File: src/rtl/writeback_arbiter.sv
// Register-file writeback arbiter: merges the MEM/WB pipeline result with a FIFO of
// long-latency completions, forcing the FIFO to win after a bounded starvation period.
module writeback_arbiter #(
    parameter int DEPTH        = 4,
    parameter int STARVE_LIMIT = 8
) (
    input  logic                         clk,
    input  logic                         reset,
    input  logic                         in_p_valid,
    input  logic [4:0]                   in_p_rd,
    input  logic [31:0]                  in_p_data,
    output logic                         out_p_stall,
    input  logic                         in_m_valid,
    input  logic [4:0]                   in_m_rd,
    input  logic [31:0]                  in_m_data,
    output logic                         out_m_ready,
    output logic                         out_write_enable,
    output logic [4:0]                   out_write_reg,
    output logic [31:0]                  out_write_data,
    output logic [$clog2(DEPTH+1)-1:0]   out_fifo_count
);

    localparam int CW = $clog2(DEPTH + 1);
    localparam int PW = $clog2(DEPTH);
    localparam int SW = $clog2(STARVE_LIMIT + 1);
    localparam logic [CW-1:0] FULL_COUNT = CW'(DEPTH);
    localparam logic [SW-1:0] STARVE_MAX = SW'(STARVE_LIMIT);

    logic [4:0]    r_fifo_rd   [DEPTH];
    logic [31:0]   r_fifo_data [DEPTH];
    logic [PW-1:0] r_wr_ptr;
    logic [PW-1:0] r_rd_ptr;
    logic [SW-1:0] r_starve;

    logic w_empty;
    logic w_force;
    logic w_pop;
    logic w_push;
    logic w_pipe_grant;

    // Everything is gated by reset so that nothing is granted or accepted in a reset cycle.
    assign w_empty      = (out_fifo_count == '0);
    assign w_force      = reset && (r_starve == STARVE_MAX) && !w_empty;
    assign w_pop        = w_force || (reset && !in_p_valid && !w_empty);
    assign w_pipe_grant = reset && in_p_valid && !w_force;
    assign out_p_stall  = w_force && in_p_valid;
    assign out_m_ready  = reset && (out_fifo_count < FULL_COUNT);
    assign w_push       = in_m_valid && out_m_ready && (in_m_rd != 5'd0);

    always_ff @(posedge clk) begin
        if (w_push) begin
            r_fifo_rd[r_wr_ptr]   <= in_m_rd;
            r_fifo_data[r_wr_ptr] <= in_m_data;
        end
    end

    always_ff @(posedge clk) begin
        if (!reset) begin
            out_write_enable <= 1'b0;
            out_write_reg    <= 5'd0;
            out_write_data   <= 32'd0;
            out_fifo_count   <= '0;
            r_wr_ptr         <= '0;
            r_rd_ptr         <= '0;
            r_starve         <= '0;
        end else begin
            if (w_pop) begin
                out_write_enable <= 1'b1;
                out_write_reg    <= r_fifo_rd[r_rd_ptr];
                out_write_data   <= r_fifo_data[r_rd_ptr];
                r_rd_ptr         <= r_rd_ptr + PW'(1);
            end else if (w_pipe_grant && (in_p_rd != 5'd0)) begin
                out_write_enable <= 1'b1;
                out_write_reg    <= in_p_rd;
                out_write_data   <= in_p_data;
            end else begin
                out_write_enable <= 1'b0;
            end

            if (w_push) begin
                r_wr_ptr <= r_wr_ptr + PW'(1);
            end

            case ({w_push, w_pop})
                2'b10:   out_fifo_count <= out_fifo_count + CW'(1);
                2'b01:   out_fifo_count <= out_fifo_count - CW'(1);
                default: out_fifo_count <= out_fifo_count;
            endcase

            // Starvation is only counted while something is actually waiting in the FIFO.
            if (w_pop || w_empty) begin
                r_starve <= '0;
            end else if (r_starve != STARVE_MAX) begin
                r_starve <= r_starve + SW'(1);
            end
        end
    end

endmodule

File: config.mk
export PLATFORM = sky130hd
export DESIGN_NAME = writeback_arbiter
export DESIGN_NICKNAME = d
export VERILOG_FILES = /design/src/rtl/writeback_arbiter.sv
export SDC_FILE = /design/constraint.sdc
export NUM_CORES = 1
export LEC_CHECK = 0
export CAP_MARGIN = 20
export CELL_PAD_IN_SITES_DETAIL_PLACEMENT = 1
export CELL_PAD_IN_SITES_GLOBAL_PLACEMENT = 1
export CORE_MARGIN = 2
export CORE_UTILIZATION = 40
export DETAILED_ROUTE_END_ITERATION = 8
export PLACE_DENSITY_LB_ADDON = 0.1
export SLEW_MARGIN = 20
export SYNTH_ARGS = -nofsm -noshare
export SYNTH_HDL_FRONTEND = slang
export SYNTH_SLANG_ARGS = --single-unit
File: constraint.sdc
create_clock -name clk -period 3.2 [get_ports clk]
set_input_delay 0.48 -clock clk [delete_from_list [all_inputs] [get_ports clk]]
set_output_delay 0.48 -clock clk [all_outputs]
set_load 0.01 [all_outputs]
==> run_results.csv <==
group,metric,value,unit
run_status,status,"finished, final reports clean",
worst_setup_path,r2r_cells,11,
synth,ys_types,38,
grt,grt_overflow_total,0,
route,top_layer_used,"met4",
route,wl_met2,8.750,mm
cells_and_area,fillers,1791,
synth,syn-cell-area,7625,sq um
worst_hold_path,min_path_cells,3,
power,max-vdd-ir-drop,0.4874,mV
cts,clockBufferDepth,2,
timing,rsz0062_at_grt,"no",
cts,hold_buffers,0,
cells_and_area,final_cells,840,
cells_and_area,antenna_cells,0,
worst_setup_path,r2r_start,"r_starve[0]$_SDFFE_PP0P_",
grt,grt_pass1_vias,4791,
worst_setup_path,worst_setup_path_end_kind,"register",
route,routed_wl,17.23,mm
place,dp.cells,809,
synth,synth_nets,559,
cts,cts_setup_buffers,0,
synth,ys_seq_elements,199,
cells_and_area,finish.instance_area,9638,sq um
grt,grtUsageTotal,0.1798,
timing,slew_viol_final,0,
worst_setup_path,cp_num_buf_inv,3,
cells_and_area,drive_gt1_frac,0.1403,
route,drc,0,
timing,relSlewSlack,0.2996,
synth,synth_cells,473,
cts,numClockSinks,199,
cells_and_area,area_growth,26.40,%
timing,setup_violations,0,
worst_setup_path,critPathLaunch,"in_m_rd[3]",
synth,synthArstFlopShare,0,
route,wl_met1,7.563,mm
die,io-pin-count,121,
place,gp_congestion,0.7324,
place,postPlaceCellArea,9082,sq um
cells_and_area,largestRegisters,"r_fifo_data: 128 flops, out_write_data: 32 flops, r_fifo_rd: 20 flops",
grt,grt_pass1_wl,26.72,mm
die,initial_core_util,0.4076,
worst_setup_path,path_cells,"clkdlybuf4s50_1 -> or4_1 -> o211a_1 -> inv_1 -> ha_1 -> inv_1 -> fa_1 -> xor2_1 -> or3_1 -> a21boi_0",
cts,clock_latency,0.43,ns
cells_and_area,regMostFlops,"r_fifo_data",
worst_setup_path,crit_fanout,5,
die,rows,50,
synth,ys.flop_type,"edfxtp_1",
worst_setup_path,crit_arrival,3.14,ns
worst_setup_path,startpoint_type,"primary input",
cts,clkTransAtPathRegs,0.07,ns
timing,clock_skew,0.009120,ns
place,port_buffers,120,
worst_setup_path,timing_worst_setup_path_type,"primary input to register",
flow_run,maxCapViolations,0,
place,dp_hpwl,10.79,mm
timing,period_share,0.8679,
cts,cts_made_buffers,17,
power,power.density,603.7,nW/um^2
grt,grt_max_degree,41,
worst_setup_path,worstPathRequired,3.56,ns
route,dr.first_iter.drc_count,225,
power,p_leak,0.003093,uW
cts,cts_htree_levels,4,
route,drtPass1Iterations,4,
synth,syn_avg_cell_area,16.12,sq um
timing,period_needed,2.777,ns
cells_and_area,utilization,0.5153,
route,ant_nets,0,
die,fp.dieH,142.1,um
cts,cts_resized,0,
route,post_drt_wl_per_cell,20.52,um
worst_setup_path,crit_cells,10,
worst_setup_path,path_delay_family,"simple AND/OR/NAND/NOR gates",
timing,setup-tns-final,0,ns
timing,max_freq,360.1,MHz
die,core,18710,sq um
cts,root_buffer,"clkbuf_16",
worst_setup_path,critPathSlowestCell,"or4_1",
die,die_area,20180,sq um
die,die_w,142.1,um
worst_setup_path,regToRegEndpoint,"out_fifo_count[2]$_SDFFE_PN0P_",
grt,antenna_found_initial,0,
worst_setup_path,max_stage_delay,0.57,ns
cells_and_area,layout.nets,680,
worst_setup_path,crit_path_end,"out_fifo_count[2]$_SDFFE_PN0P_",
route,vias_per_cell,5.238,
cts,tritoncts,"built",
route,via_count,4400,
timing,final_hold_viol_count,0,
worst_hold_path,min_path_type,"primary input to register",
synth,ys_seq_area_frac,0.7168,
route,dr_wl_met3,677,um
synth,synth_warnings,0,
cells_and_area,largest_reg_flops,128,
worst_setup_path,reg2reg_setup_slack,0.69,ns
synth,synth-edff-count,148,
worst_setup_path,crit_top_cell,"inv_1",
timing,worstMarginPinSlew,1.051,ns
[how the worst min path moves through the flow]
stage,from,endpoint
CTS,reset,out_write_data[4]$_SDFFE_PN0P_
global placement,out_write_data[28]$_SDFFE_PN0P_,out_write_data[28]$_SDFFE_PN0P_
floorplan,r_starve[0]$_SDFFE_PP0P_,r_starve[0]$_SDFFE_PP0P_
global route,reset,out_fifo_count[2]$_SDFFE_PN0P_
detailed placement,out_write_data[28]$_SDFFE_PN0P_,out_write_data[28]$_SDFFE_PN0P_
finish,reset,out_write_data[4]$_SDFFE_PN0P_
[area by class of cell]
cell class              instances  area [sq um]  area share
clock buffers                  21         450.4     0.04674
clock inverters                10         105.1     0.01090
inverters                       8         30.03    0.003116
multi-input cells             238          1983      0.2058
flip-flops and latches        199          5468      0.5673
well taps                     234         292.8     0.03038
repair buffers                130          1309      0.1358
[kinds of logic after synthesis]
logic type | after synthesis | share of synthesized area
AO/OA/AOI/OAI | 119 | 0.08615
XOR/XNOR | 6 | 0.006892
adder cells (fa/ha/maj) | 8 | 0.01411
buffers and inverters | 36 | 0.02527
flip-flops | 199 | 0.7168
multiplexers | 37 | 0.1093
AND/OR/NAND/NOR | 68 | 0.04152
[routing by layer]
layer  global-route usage  up-vias
li1                     -     2060
met1               0.2275     2235
met2               0.3087       92
met3              0.03903       13
met4              0.06000        0
met5                    0        -
[per-stage QoR]
| stage | hold WS [ns] | power (uW) | worst slack (ns) |
|---|---|---|---|
| after detailed placement | 0.4466 | 3848 | 0.009731 |
| after global placement | 0.4369 | 3821 | 0.1129 |
| after CTS | 0.4087 | 5887 | 0.4341 |
| final | 0.4261 | 5818 | 0.4227 |
| after global routing | 0.4304 | 6060 | 0.3407 |
| after floorplan | 0.4297 | 3441 | 0.6395 |
[cells in the mapped netlist, types with 2 or more instances]
cell type	number	area (sq um)
nor2_1	8	30.03
nor3_1	2	10.01
buf_2	7	35.03
xor2_1	2	17.52
and2_1	11	68.82
a21oi_1	65	325.3
xnor2_1	4	35.03
edfxtp_1	148	4444
buf_6	6	67.56
o21ai_0	40	200.2
nand2_1	38	142.6
inv_1	8	30.03
a221oi_1	4	35.03
clkbuf_1	9	33.78
a21boi_0	2	15.01
mux4_2	37	833.3
buf_1	5	18.77
ha_1	7	87.58
dfxtp_1	51	1021
[placed cells by master (no fill, tap or decap), types with 2 or more instances in the layout]
cell type        synthesis  routed
edfxtp_1               148     148
clkdlybuf4s50_1          0     119
a21oi_1                 65      64
dfxtp_1                 51      49
o21ai_0                 40      40
nand2_1                 38      38
mux4_2                  37      37
clkbuf_16                0      17
inv_1                    8       8
nor2_1                   8       8
and2_1                  11       7
ha_1                     7       7
buf_4                    1       7
and2_2                   0       4
xnor2_1                  4       4
a221oi_1                 4       4
clkbuf_1                 9       3
clkinvlp_4               0       3
clkinv_2                 0       3
buf_12                   0       3
nor3_1                   2       2
a21boi_0                 2       2
xor2_1                   2       2
dfxtp_2                  0       2
bufinv_16                0       2
clkinv_1                 0       2
[power by group]
group	switching (uW)	internal, uW
registers	65.2	2910
clock network	887	1160
logic	375	427
[worst min-delay path, stage by stage]
cell and delay [ns]:
buf_2 0.18, o21ai_0 0.11, a21oi_1 0.04
(Power assumes the default switching activity.)
